==> src/rtl/pipe_pkg.sv <==
// pipe_pkg: shared widths, instruction field positions, opcodes,
// decode-stage FSM encoding and the execute payload bundle.
package pipe_pkg;

  localparam int DATA_W = 16;
  localparam int REG_W  = 4;
  localparam int OP_W   = 4;
  localparam int NREG   = 16;

  localparam int OP_HI  = 15;
  localparam int OP_LO  = 12;
  localparam int RD_HI  = 11;
  localparam int RD_LO  = 8;
  localparam int RS1_HI = 7;
  localparam int RS1_LO = 4;
  localparam int RS2_HI = 3;
  localparam int RS2_LO = 0;
  localparam int IMM_HI = 7;
  localparam int IMM_LO = 0;

  typedef logic [OP_W-1:0] op_t;

  localparam op_t OP_NOP  = 4'h0;
  localparam op_t OP_ADD  = 4'h1;
  localparam op_t OP_SUB  = 4'h2;
  localparam op_t OP_AND  = 4'h3;
  localparam op_t OP_OR   = 4'h4;
  localparam op_t OP_XOR  = 4'h5;
  localparam op_t OP_NOT  = 4'h6;
  localparam op_t OP_LI   = 4'h7;
  localparam op_t OP_HALT = 4'hF;

  typedef enum logic [1:0] {
    ST_EMPTY  = 2'd0,
    ST_HOLD   = 2'd1,
    ST_HALTED = 2'd2
  } state_e;

  typedef struct packed {
    op_t               op;
    logic [REG_W-1:0]  dest;
    logic [DATA_W-1:0] a;
    logic [DATA_W-1:0] b;
  } ex_t;

  // Ops that produce a result and go to execute.
  function automatic logic is_alu(input op_t op);
    return (op >= OP_ADD) && (op <= OP_LI);
  endfunction

  function automatic logic uses_rs1(input op_t op);
    return (op >= OP_ADD) && (op <= OP_NOT);
  endfunction

  function automatic logic uses_rs2(input op_t op);
    return (op >= OP_ADD) && (op <= OP_XOR);
  endfunction

  function automatic logic is_illegal(input op_t op);
    return op[3] && (op != OP_HALT);
  endfunction

endpackage

==> src/rtl/scoreboard.sv <==
// scoreboard: per-register in-flight bits. Set port wins over clear
// port on the same register; three combinational lookups.
// Ports: set_en_i/set_idx_i, clr_en_i/clr_idx_i, rs1/rs2/rd lookups.
module scoreboard
  import pipe_pkg::*;
(
  input  logic             clk,
  input  logic             rst_n,
  input  logic             set_en_i,
  input  logic [REG_W-1:0] set_idx_i,
  input  logic             clr_en_i,
  input  logic [REG_W-1:0] clr_idx_i,
  input  logic [REG_W-1:0] rs1_idx_i,
  input  logic [REG_W-1:0] rs2_idx_i,
  input  logic [REG_W-1:0] rd_idx_i,
  output logic             rs1_pend_o,
  output logic             rs2_pend_o,
  output logic             rd_pend_o
);

  logic [NREG-1:0] pend_q, pend_d;
  logic [NREG-1:0] set_m, clr_m;

  always_comb begin
    set_m = '0;
    clr_m = '0;
    if (set_en_i) set_m[set_idx_i] = 1'b1;
    if (clr_en_i) clr_m[clr_idx_i] = 1'b1;
    pend_d = (pend_q & ~clr_m) | set_m;
  end

  always_ff @(posedge clk or negedge rst_n) begin
    if (!rst_n) pend_q <= '0;
    else        pend_q <= pend_d;
  end

  assign rs1_pend_o = pend_q[rs1_idx_i];
  assign rs2_pend_o = pend_q[rs2_idx_i];
  assign rd_pend_o  = pend_q[rd_idx_i];

endmodule

==> src/rtl/operand_fetch.sv <==
// operand_fetch: decode/operand-fetch stage. One decode slot,
// RAW/WAW stall via scoreboard, registered payload to execute.
// Ports: if_* fetch handshake, src* regfile read, dest_* in-use mark,
// wb_* writeback clear, ex_* execute handshake, illegal, halted.
// rst is active-low and asynchronous.
module operand_fetch
  import pipe_pkg::*;
(
  input  logic              clk,
  input  logic              rst,
  input  logic              if_valid,
  input  logic [DATA_W-1:0] if_instr,
  output logic              if_ready,
  output logic [REG_W-1:0]  src1_idx,
  output logic [REG_W-1:0]  src2_idx,
  input  logic [DATA_W-1:0] src1_val,
  input  logic [DATA_W-1:0] src2_val,
  output logic [REG_W-1:0]  dest_idx,
  output logic              dest_set,
  input  logic              wb_valid,
  input  logic [REG_W-1:0]  wb_dest,
  output logic              ex_valid,
  input  logic              ex_ready,
  output logic [OP_W-1:0]   ex_op,
  output logic [REG_W-1:0]  ex_dest,
  output logic [DATA_W-1:0] ex_a,
  output logic [DATA_W-1:0] ex_b,
  output logic              illegal,
  output logic              halted
);

  state_e            state_q, state_d;
  logic [DATA_W-1:0] slot_q, slot_d;
  ex_t               ex_q, ex_d;
  logic              exv_q, exv_d;
  logic              dset_q, dset_d;
  logic [REG_W-1:0]  didx_q, didx_d;
  logic              ill_q, ill_d;

  op_t              opc;
  logic [REG_W-1:0] rd;
  logic [7:0]       imm;

  assign opc      = slot_q[OP_HI:OP_LO];
  assign rd       = slot_q[RD_HI:RD_LO];
  assign imm      = slot_q[IMM_HI:IMM_LO];
  assign src1_idx = slot_q[RS1_HI:RS1_LO];
  assign src2_idx = slot_q[RS2_HI:RS2_LO];

  logic rs1_pend, rs2_pend, rd_pend;
  logic held, hazard, issue, discard, accept;

  scoreboard u_sb (
    .clk       (clk),
    .rst_n     (rst),
    .set_en_i  (issue),
    .set_idx_i (rd),
    .clr_en_i  (wb_valid),
    .clr_idx_i (wb_dest),
    .rs1_idx_i (src1_idx),
    .rs2_idx_i (src2_idx),
    .rd_idx_i  (rd),
    .rs1_pend_o(rs1_pend),
    .rs2_pend_o(rs2_pend),
    .rd_pend_o (rd_pend)
  );

  assign held    = (state_q == ST_HOLD);
  assign hazard  = (uses_rs1(opc) && rs1_pend)
                || (uses_rs2(opc) && rs2_pend)
                || (is_alu(opc) && rd_pend);
  assign issue   = held && is_alu(opc) && !hazard
                && (!exv_q || ex_ready);
  assign discard = held && !is_alu(opc);

  // A HALT leaving the slot must not pull in a successor:
  // the stage freezes behind it and the fetch would be lost.
  assign if_ready = (state_q == ST_EMPTY)
                 || ((issue || discard) && (opc != OP_HALT));
  assign accept   = if_valid && if_ready;

  logic [DATA_W-1:0] opa, opb;

  always_comb begin
    opa = src1_val;
    opb = src2_val;
    unique case (1'b1)
      opc == OP_LI: begin
        opa = '0;
        opb = {8'h00, imm};
      end
      opc == OP_NOT: opb = '0;
      default: ;
    endcase
  end

  always_comb begin
    state_d = state_q;
    slot_d  = slot_q;
    ex_d    = ex_q;
    exv_d   = exv_q;
    didx_d  = didx_q;
    dset_d  = issue;
    ill_d   = discard && is_illegal(opc);
    if (accept) slot_d = if_instr;
    unique case (state_q)
      ST_EMPTY: if (accept) state_d = ST_HOLD;
      ST_HOLD: begin
        if (discard && opc == OP_HALT)
          state_d = ST_HALTED;
        else if ((issue || discard) && !accept)
          state_d = ST_EMPTY;
      end
      ST_HALTED: state_d = ST_HALTED;
      default: state_d = ST_EMPTY;
    endcase
    if (issue) begin
      exv_d  = 1'b1;
      ex_d   = '{op: opc, dest: rd, a: opa, b: opb};
      didx_d = rd;
    end else if (ex_ready) begin
      exv_d = 1'b0;
    end
  end

  always_ff @(posedge clk or negedge rst) begin
    if (!rst) begin
      state_q <= ST_EMPTY;
      slot_q  <= '0;
      ex_q    <= '0;
      exv_q   <= 1'b0;
      dset_q  <= 1'b0;
      didx_q  <= '0;
      ill_q   <= 1'b0;
    end else begin
      state_q <= state_d;
      slot_q  <= slot_d;
      ex_q    <= ex_d;
      exv_q   <= exv_d;
      dset_q  <= dset_d;
      didx_q  <= didx_d;
      ill_q   <= ill_d;
    end
  end

  assign ex_valid = exv_q;
  assign ex_op    = ex_q.op;
  assign ex_dest  = ex_q.dest;
  assign ex_a     = ex_q.a;
  assign ex_b     = ex_q.b;
  assign dest_set = dset_q;
  assign dest_idx = didx_q;
  assign illegal  = ill_q;
  assign halted   = (state_q == ST_HALTED);

endmodule

==> config.mk <==
export PLATFORM = sky130hd
export DESIGN_NAME = operand_fetch
export DESIGN_NICKNAME = d
export VERILOG_FILES = /design/src/rtl/pipe_pkg.sv /design/src/rtl/scoreboard.sv /design/src/rtl/operand_fetch.sv
export SDC_FILE = /design/constraint.sdc
export NUM_CORES = 1
export LEC_CHECK = 0
export ABC_AREA = 1
export CORE_AREA = 2 2 97 99
export CTS_CLUSTER_SIZE = 14
export DETAILED_ROUTE_END_ITERATION = 7
export DIE_AREA = 0 0 99 101
export PLACE_DENSITY = 0.75
export SETUP_SLACK_MARGIN = 0.4
export SYNTH_ARGS = -nofsm -noshare
export SYNTH_HDL_FRONTEND = slang
export SYNTH_SLANG_ARGS = --single-unit
==> constraint.sdc <==
create_clock -name clk -period 2.6 [get_ports clk]
set_input_delay 0.52 -clock clk [delete_from_list [all_inputs] [get_ports clk]]
set_output_delay 0.52 -clock clk [all_outputs]
set_load 0.01 [all_outputs]
==> results of run 1 <==
area by class of cell:
class                      count  area, µm²
tap                          111        139
fill                         815       3580
sequential                    77       1930
clock buffer                  10        128
inverter                      50        190
multi-input combinational    364       1620
timing repair buffer         133       1310
clock inverter                 6       71.3
timing repair inverter         1       7.51
worst max-delay path: stages (launching register included):
cell and delay (ns):
sky130_fd_sc_hd__dfrtp_2 0.46, sky130_fd_sc_hd__clkinvlp_4 0.16, sky130_fd_sc_hd__nand2_1 0.08, sky130_fd_sc_hd__nand2_1 0.04
sky130_fd_sc_hd__nand2_1 0.05, sky130_fd_sc_hd__nand2_1 0.05, sky130_fd_sc_hd__nand2_1 0.05, sky130_fd_sc_hd__nand2_1 0.06
sky130_fd_sc_hd__nor2_2 0.14, sky130_fd_sc_hd__nor2_2 0.06, sky130_fd_sc_hd__nand4_4 0.07, sky130_fd_sc_hd__nand2_2 0.07
sky130_fd_sc_hd__nand2_2 0.08, sky130_fd_sc_hd__nand2_4 0.05, sky130_fd_sc_hd__buf_6 0.11
state kept, by name, summed over array words and instances, names as in the netlist:
register,cells
illegal,1
ex_valid,1
dest_set,1
ex_b,16
state_q,2
slot_q,16
u_sb.pend_q,16
ex_op,4
ex_a,16
dest_idx,4
metrics by stage:
| stage | std cells | power (µW) | worst slack, ns | instance area (µm²) |
|---|---|---|---|---|
| after global placement | 727 | 5370 | 0.0567 | 5090 |
| after global routing | 752 | 7080 | 0.0460 | 5390 |
| after CTS | 752 | 6550 | 0.142 | 5380 |
| after floorplan | 524 | 4150 | 0.547 | 3920 |
| after detailed placement | 727 | 5460 | 0.0399 | 5090 |
| final | 752 | 6540 | 0.181 | 5390 |
how the worst min path moves through the flow:
stage               startpoint              end  slack [ns]  cells past startpoint
floorplan                  rst      dest_idx[0]        0.22                      0
global placement      ex_op[3]         ex_op[3]        0.45                      2
detailed placement     ex_b[5]          ex_b[5]        0.47                      2
CTS                        rst   u_sb.pend_q[3]        0.18                      2
global route               rst   u_sb.pend_q[7]        0.20                      2
finish                     rst  u_sb.pend_q[14]        0.15                      2
synth_stat cells:
master and n:
sky130_fd_sc_hd__o21bai_1 1, sky130_fd_sc_hd__buf_2 5, sky130_fd_sc_hd__nand2_2 2, sky130_fd_sc_hd__buf_4 16, sky130_fd_sc_hd__nand4_4 1, sky130_fd_sc_hd__nor3_1 2, sky130_fd_sc_hd__buf_1 1, sky130_fd_sc_hd__nand2_1 220
sky130_fd_sc_hd__nand2_4 2, sky130_fd_sc_hd__nand4_1 1, sky130_fd_sc_hd__o31ai_1 16, sky130_fd_sc_hd__nand3_1 49, sky130_fd_sc_hd__o21ai_0 55, sky130_fd_sc_hd__nor2_2 1, sky130_fd_sc_hd__nor2_1 12, sky130_fd_sc_hd__clkbuf_1 10
sky130_fd_sc_hd__a21oi_1 1, sky130_fd_sc_hd__inv_2 4, sky130_fd_sc_hd__or2_1 1, sky130_fd_sc_hd__clkinv_1 1, sky130_fd_sc_hd__buf_6 1, sky130_fd_sc_hd__dfrtp_1 77, sky130_fd_sc_hd__inv_1 45
cells in the final DEF, fill, tap and decap left out, types with 3 or more instances in the layout:
| cell type | n |
|---|---|
| sky130_fd_sc_hd__clkdlybuf4s50_1 | 111 |
| sky130_fd_sc_hd__buf_6 | 3 |
| sky130_fd_sc_hd__nor2_1 | 10 |
| sky130_fd_sc_hd__clkinvlp_4 | 3 |
| sky130_fd_sc_hd__inv_1 | 44 |
| sky130_fd_sc_hd__buf_4 | 17 |
| sky130_fd_sc_hd__nand2_1 | 220 |
| sky130_fd_sc_hd__nand3_1 | 49 |
| sky130_fd_sc_hd__inv_2 | 4 |
| sky130_fd_sc_hd__o31ai_1 | 16 |
| sky130_fd_sc_hd__o21ai_0 | 55 |
| sky130_fd_sc_hd__nor2_2 | 3 |
| sky130_fd_sc_hd__dfrtp_1 | 75 |
| sky130_fd_sc_hd__clkbuf_8 | 10 |
timing repair:
item / 4_1_cts / 5_1_grt
setup endpoints to repair: 11 / 30
setup buffers: 7 / 0
resized for setup: 14 / 2
hold buffers: 0 / 0
pin swaps: 4 / 1
gates cloned: 2 / 0
logic make-up (layout without fill, tap and decap cells):
group | count (synthesis) | count (layout) | share of synthesized area
AO/OA/AOI/OAI | 73 | 73 | 0.104
buffers and inverters | 83 | 200 | 0.0983
flip-flops | 77 | 77 | 0.491
AND/OR/NAND/NOR | 291 | 291 | 0.306
layer usage:
metal  global-route usage  vias up  routed length, µm
met3               0.0319       18                702
met1                0.291     1713               4710
met5                    0        -                  0
li1                     -     1876                  -
met4               0.0864        0                222
met2                0.336      148               4670
report_power, final:
part           switching (µW)  internal [µW]
sequential                469           1730
clock                     467            450
combinational            1880           1550
==> run summary, run 1 <==
The flow ran to the end, and the final reports show no timing, DRC or antenna violations. Type of the most critical hold path: in -> async. Setup repair after global routing could not meet its margin everywhere.

The fraction of final layout cells with drive strength greater than 1 was 0.0827. The power per unit of standard cell area was 1210 mW/mm². Buffers inserted during clock tree synthesis total 9.

Dividing the detail-routed via count by the number of cells gives 4.99. For the detailed-router iteration count before antenna repair, the log shows 5. Period utilization: 0.930.

The synthesized flop and latch total is 77, and the TritonCTS sink count is 77. Beginning of the critical path: slot_q[8]. Area growth from synthesis to final layout: 37.6%. STA classifies the critical path startpoint as a flop. In this run the critical register-to-register path is launched from slot_q[8].

STA puts the critical path data required time at 2.08 ns. Synthesis produced a netlist with a net count of 581. The count of buffers added on input and output ports is 113. The tools report the worst hold slack across all endpoints as 0.153 ns. After clock tree synthesis, the clock-pin slew on the worst setup and hold paths is 0.07 ns. The logs give 0.491 for the proportion of synthesized chip area in sequential cells and 0.00898 mm² for the core outline area. The number of nets in the layout came out at 693. For the clock latency of the later-clocked register in the worst-skew pair, the log shows 0.36 ns. In this run the static leakage power is 0.00263 µW.

The worst path arrival time is 1.90 ns, and the total detailed-routing wirelength is 10.3 mm. In the final timing run, aggregate negative setup slack is 0 ns. Initial antenna violation count: 0. The mean instance size in the synthesized netlist was 7.48 µm². The start-to-end type of the worst setup path was reg -> out.

In the routed design, unresolved DRC markers number 0. The worst clock skew on the final layout is 0.0135 ns, and the setup slack of the worst register-to-register path is 0.32 ns. Synthesis instantiated 23 different standard cells from the library. The maximum number of buffers from clock root to sink was 2; the maximum number of pins on one net before global-route repair was 89. The minimum clock period after layout came out at 2.42 ns. The logs give 0 for the number of antenna diodes and 0.899 for the placer's final routability congestion estimate. For the initial core utilization, the log shows 0.437. 114 I/O pins were placed. For the via count of the first global-routing pass, the log shows 3,465. TritonCTS built the clock tree. At the pin with the least slew margin, the transition time is 0.742 ns. The maximum level of the CTS H-tree is 3. The core occupancy in the finished layout is 0.601, and the placed wire-length estimate is 7.58 mm. The type of destination of the critical path is an output pin. Reported max-cap violation count: 0. The remaining max-slew budget at the tightest pin is 0.504. The run gives 0 as the number of synthesis warnings.

Number of design-rule violations left by the first detailed-router iteration: 229. The tools report the standard-cell row count as 35. The global-route wire length before repair is 16.8 mm.

For this run, the top clock speed supported by timing is 413 MHz. Setup violations remaining at the end of the flow were counted as 0. The overall global routing resource usage is 0.211.

The tools report the number of cells produced by synthesis as 524. The number of max-slew violations in the final report is 0, and the peak supply drop is 0.886 mV. The worst setup path endpoint is if_ready.

Master cell of the clock root buffer: sky130_fd_sc_hd__clkbuf_8. The critical register-to-register path endpoint is ex_b[7]. Measured along the x axis, the die boundary spans 99 µm.

The mapped netlist covers 0.00392 mm². After global routing the overflow that remains totals 0. The die covers 0.0100 mm².

The wire length per cell is 13.7 µm. The vias after detailed routing was 3,755. The top-area cell type share of the netlist area is 0.491, and the number of cells traversed by the worst register-to-register path is 15. The post-synthesis cell type with the largest combined area is sky130_fd_sc_hd__dfrtp_1. Sorting the synthesized cells by area gives the leading types as sky130_fd_sc_hd__dfrtp_1 49%, sky130_fd_sc_hd__nand2_1 21%, sky130_fd_sc_hd__o21ai_0 7.0%, sky130_fd_sc_hd__nand3_1 6.3%, sky130_fd_sc_hd__inv_1 4.3%. The chip height is 101 µm, and the number of endpoints with negative hold slack in the final report is 0. The largest driver fanout on the critical path is 5, and the remaining number of nets flagged by the antenna check after routing is 0.
Note: power is estimated with default switching activity, not from simulation.
==> inputs of run 2 (changes only) <==
--- a/config.mk
+++ b/config.mk
@@ -5,13 +5,13 @@
 export SDC_FILE = /design/constraint.sdc
 export NUM_CORES = 1
 export LEC_CHECK = 0
-export ABC_AREA = 1
-export CORE_AREA = 2 2 97 99
+export CORE_AREA = 2 2 98 100
 export CTS_CLUSTER_SIZE = 14
 export DETAILED_ROUTE_END_ITERATION = 7
-export DIE_AREA = 0 0 99 101
+export DIE_AREA = 0 0 100 102
 export PLACE_DENSITY = 0.75
 export SETUP_SLACK_MARGIN = 0.4
+export SLEW_MARGIN = 10
 export SYNTH_ARGS = -nofsm -noshare
 export SYNTH_HDL_FRONTEND = slang
 export SYNTH_SLANG_ARGS = --single-unit
==> constraint.sdc (replaced) <==
create_clock -name clk -period 2.71 [get_ports clk]
set_input_delay 0.542 -clock clk [delete_from_list [all_inputs] [get_ports clk]]
set_output_delay 0.542 -clock clk [all_outputs]
set_load 0.01 [all_outputs]
==> run summary, run 2 <==
Among all flip-flop cells after synthesis, the most frequent one is sky130_fd_sc_hd__dfrtp_1. Registers take 0.00193 mm². Clock latency on the worst-skew pair, taken at its later pin, is 0.36 ns. The proportion of synthesized flip-flops having asynchronous set or reset was 1.00; the proportion of synthesized chip area in sequential cells was 0.476. In this run the worst path has a maximum fanout of 11. The tree is rooted in a sky130_fd_sc_hd__clkbuf_8. The reported max-cap violation count is 0, and the maximum number of buffers from clock root to sink is 2.

The floorplan step set the die height to 102 µm. In the routed design, unresolved DRC markers number 0. After the first detailed-routing iteration, the DRC count stood at 267. Derived from the worst setup path, the maximum achievable clock frequency is 335 MHz.

The most common cell in the synthesized netlist is sky130_fd_sc_hd__nand2_1. The routed layout has 3,922 vias. The initial core utilization came out at 0.444. The slew at the pin closest to its max-slew limit was 1.01 ns.

The logs give 0 for the number of endpoints with negative hold slack in the final report and 0.00911 mm² for the core outline area. Setup repair after global routing could not meet its margin everywhere. At the end of routability-driven placement, the weighted congestion stood at 0.887. Measured in cells, the most critical reg-to-reg path has a length of 11.

The setup slack after layout was -0.278 ns. Die footprint: 0.0102 mm². Summed over all layers, the routed wires come to 13.9 mm. Detailed placement finished with a half-perimeter wire length of 8.93 mm. Start-to-end type of the worst setup path: reg -> reg. In the final layout, the multi-input gates occupy 0.00202 mm². The number of nets handed over by synthesis was 470. The total clock buffers created by CTS was 9. The logs give 5310 µW for the internal power and 0.00269 µW for the leakage component of the power. For this run the aggregate overflow at the end of global routing stands at 0.

Adding up every negative setup slack in the final design gives -9.28 ns. The switching part of the total was 0.418; the number of port buffers was 113. In the layout the commonest cells are 111 x sky130_fd_sc_hd__clkdlybuf4s50_1, 80 x sky130_fd_sc_hd__nand2_1, 75 x sky130_fd_sc_hd__dfrtp_1.

On the final layout, the worst clock skew is 0.0119 ns. The initial antenna violation count came out at 0. The standard-cell row count was 35. The worst path arrival time is 3.27 ns, and the peak supply drop is 0.592 mV.

The worst register-to-register path ends at ex_a[5]. Hold timing on the final database bottoms out at a slack of 0.351 ns. After clock tree synthesis, the clock-pin slew on the worst setup and hold paths is 0.09 ns. The area growth from synthesis to final layout was 50.9%. The period utilization came out at 1.10.

In this run the cell area of the synthesized design comes to 0.00405 mm². The combinational fraction of design power was 0.688. The fraction of final layout cells with drive strength greater than 1 was 0.267; the power per unit of standard cell area was 1490 mW/mm². For the sequential group share of total power, the log shows 0.228.

After synthesis the netlist holds a flip-flop and latch count of 77. The run gives 0.670 as the core occupancy in the finished layout. Yosys attributes the largest share of cell area to sky130_fd_sc_hd__dfrtp_1 48%, sky130_fd_sc_hd__o21ai_0 8.4%, sky130_fd_sc_hd__nand2_1 7.4%, sky130_fd_sc_hd__mux4_2 5.6%, sky130_fd_sc_hd__o211ai_1 5.6%. The library cell used most frequently in the layout, excluding fill and tap cells, is sky130_fd_sc_hd__clkdlybuf4s50_1. The top-area cell type share of the netlist area was 0.476. Setup violations remaining at the end of the flow were counted as 64. The first global-routing pass estimated 21.3 mm of wire. The per-cell via count in the routed design is 5.86, and the remaining max-slew budget at the tightest pin is 0.326.

For the maximum number of pins on one net before global-route repair, the log shows 78. TritonCTS built the clock tree. The power after layout was 9120 µW. The wire length per cell works out to 20.7 µm. The final reports fail on setup timing. By count the netlist is led by 80 x sky130_fd_sc_hd__nand2_1, 77 x sky130_fd_sc_hd__dfrtp_1, 68 x sky130_fd_sc_hd__o21ai_0, 30 x sky130_fd_sc_hd__o211ai_1, 27 x sky130_fd_sc_hd__clkbuf_1. Of all cell types, the one taking the most synthesized area is sky130_fd_sc_hd__dfrtp_1. Measured along the x axis, the die boundary spans 100 µm. For the worst setup path, the data required time is 3.00 ns. The number of unique standard cell types used by synthesis was 38; the number of max-slew violations in the final report was 0. The worst slack at placement is -0.403 ns, and the remaining number of nets flagged by the antenna check after routing is 0. Synthesis produced 413 cells. The run gives 3 as the maximum level of the CTS H-tree.

For the TritonCTS sink count, the log shows 77. The run finished, with violations left. The worst reg2reg path startpoint is slot_q[10].

For the via count of the first global-routing pass, the log shows 4,067. After the last flow step, the layout net total stands at 610. The smallest clock period supported by the final layout is computed as 2.99 ns.

For the clock network fraction of total power, the log shows 0.084. The fill cell instance count of the final layout was 698; the number of enable flip-flop cells after synthesis was 0. Before antenna repair, the detailed router went through 5 iterations. The type of destination of the critical path is a flop. Each instance of the synthesized netlist takes up on average 9.79 µm². The setup slack of the worst register-to-register path is -0.28 ns, and the total I/O pin count is 114. 0 antenna diodes ended up in the layout.

The worst setup path is launched from a flop. The overall global routing resource usage came out at 0.274. The number of synthesis warnings was 0.

Type of the most critical hold path: in -> async. The analysis attributes to net switching a power of 3810 µW.
==> run 2: worst max path at each step <==
stage,from,to,depth (start not counted)
global placement,slot_q[10],if_ready,7
global route,slot_q[10],ex_a[5],11
detailed placement,slot_q[10],if_ready,7
floorplan,slot_q[10],if_ready,10
finish,slot_q[10],ex_a[5],11
CTS,slot_q[10],if_ready,7
==> run 2: power by group through the flow <==
stage,Sequential (µW),Clock (µW),Combinational [µW]
after floorplan,2160,0,2840
after global placement,2050,0,4590
after detailed placement,2070,0,4720
after CTS,2050,791,5530
after global routing,2140,837,6600
final,2080,770,6270
==> run 2: cell type report <==
class | count | share of cell area
multi-input cells | 281 | 0.332
flip-flops and latches | 77 | 0.316
repair buffers | 177 | 0.298
well taps | 111 | 0.0228
clock buffers | 10 | 0.0209
clock inverters | 6 | 0.00615
inverters | 7 | 0.00472
==> run 2: timing repair <==
item | CTS | global route
pin swaps | 22 | 7
buffers inserted | 5 | 4
resized for setup | 36 | 24
hold buffers | 0 | 0
cloned | 4 | 2
setup endpoints to repair | 76 | 76
==> run 2: kinds of logic (layout without fill, tap and decap cells) <==
family | count (synthesis) | after routing | share of synthesized area
mux | 32 | 32 | 0.124
compound gates | 129 | 129 | 0.193
buf+inv | 55 | 200 | 0.0693
simple gates | 120 | 120 | 0.137
flops | 77 | 77 | 0.476
==> run 2: worst max-delay path: stages (launching register included) <==
cell and delay (ns):
sky130_fd_sc_hd__dfrtp_2 0.42, sky130_fd_sc_hd__mux4_2 0.51, sky130_fd_sc_hd__mux2i_1 0.15, sky130_fd_sc_hd__nor2_1 0.08, sky130_fd_sc_hd__or4_4 0.55, sky130_fd_sc_hd__buf_4 0.15, sky130_fd_sc_hd__buf_6 0.11, sky130_fd_sc_hd__buf_12 0.14
sky130_fd_sc_hd__or2_4 0.27, sky130_fd_sc_hd__buf_16 0.15, sky130_fd_sc_hd__bufbuf_16 0.26, sky130_fd_sc_hd__o21ai_2 0.12
==> run 2: metal layers <==
layer	wire length, µm	track usage	vias up
met5	0	0	-
met4	472	0.143	0
met3	858	0.0438	43
met2	7050	0.458	203
met1	5470	0.346	1919
li1	-	-	1757
==> run 2: stage by stage <==
stage	instance area, µm²	instances
finish	6100	669
global placement	5490	638
detailed placement	5490	638
global route	6100	669
CTS	5940	663
floorplan	4180	413
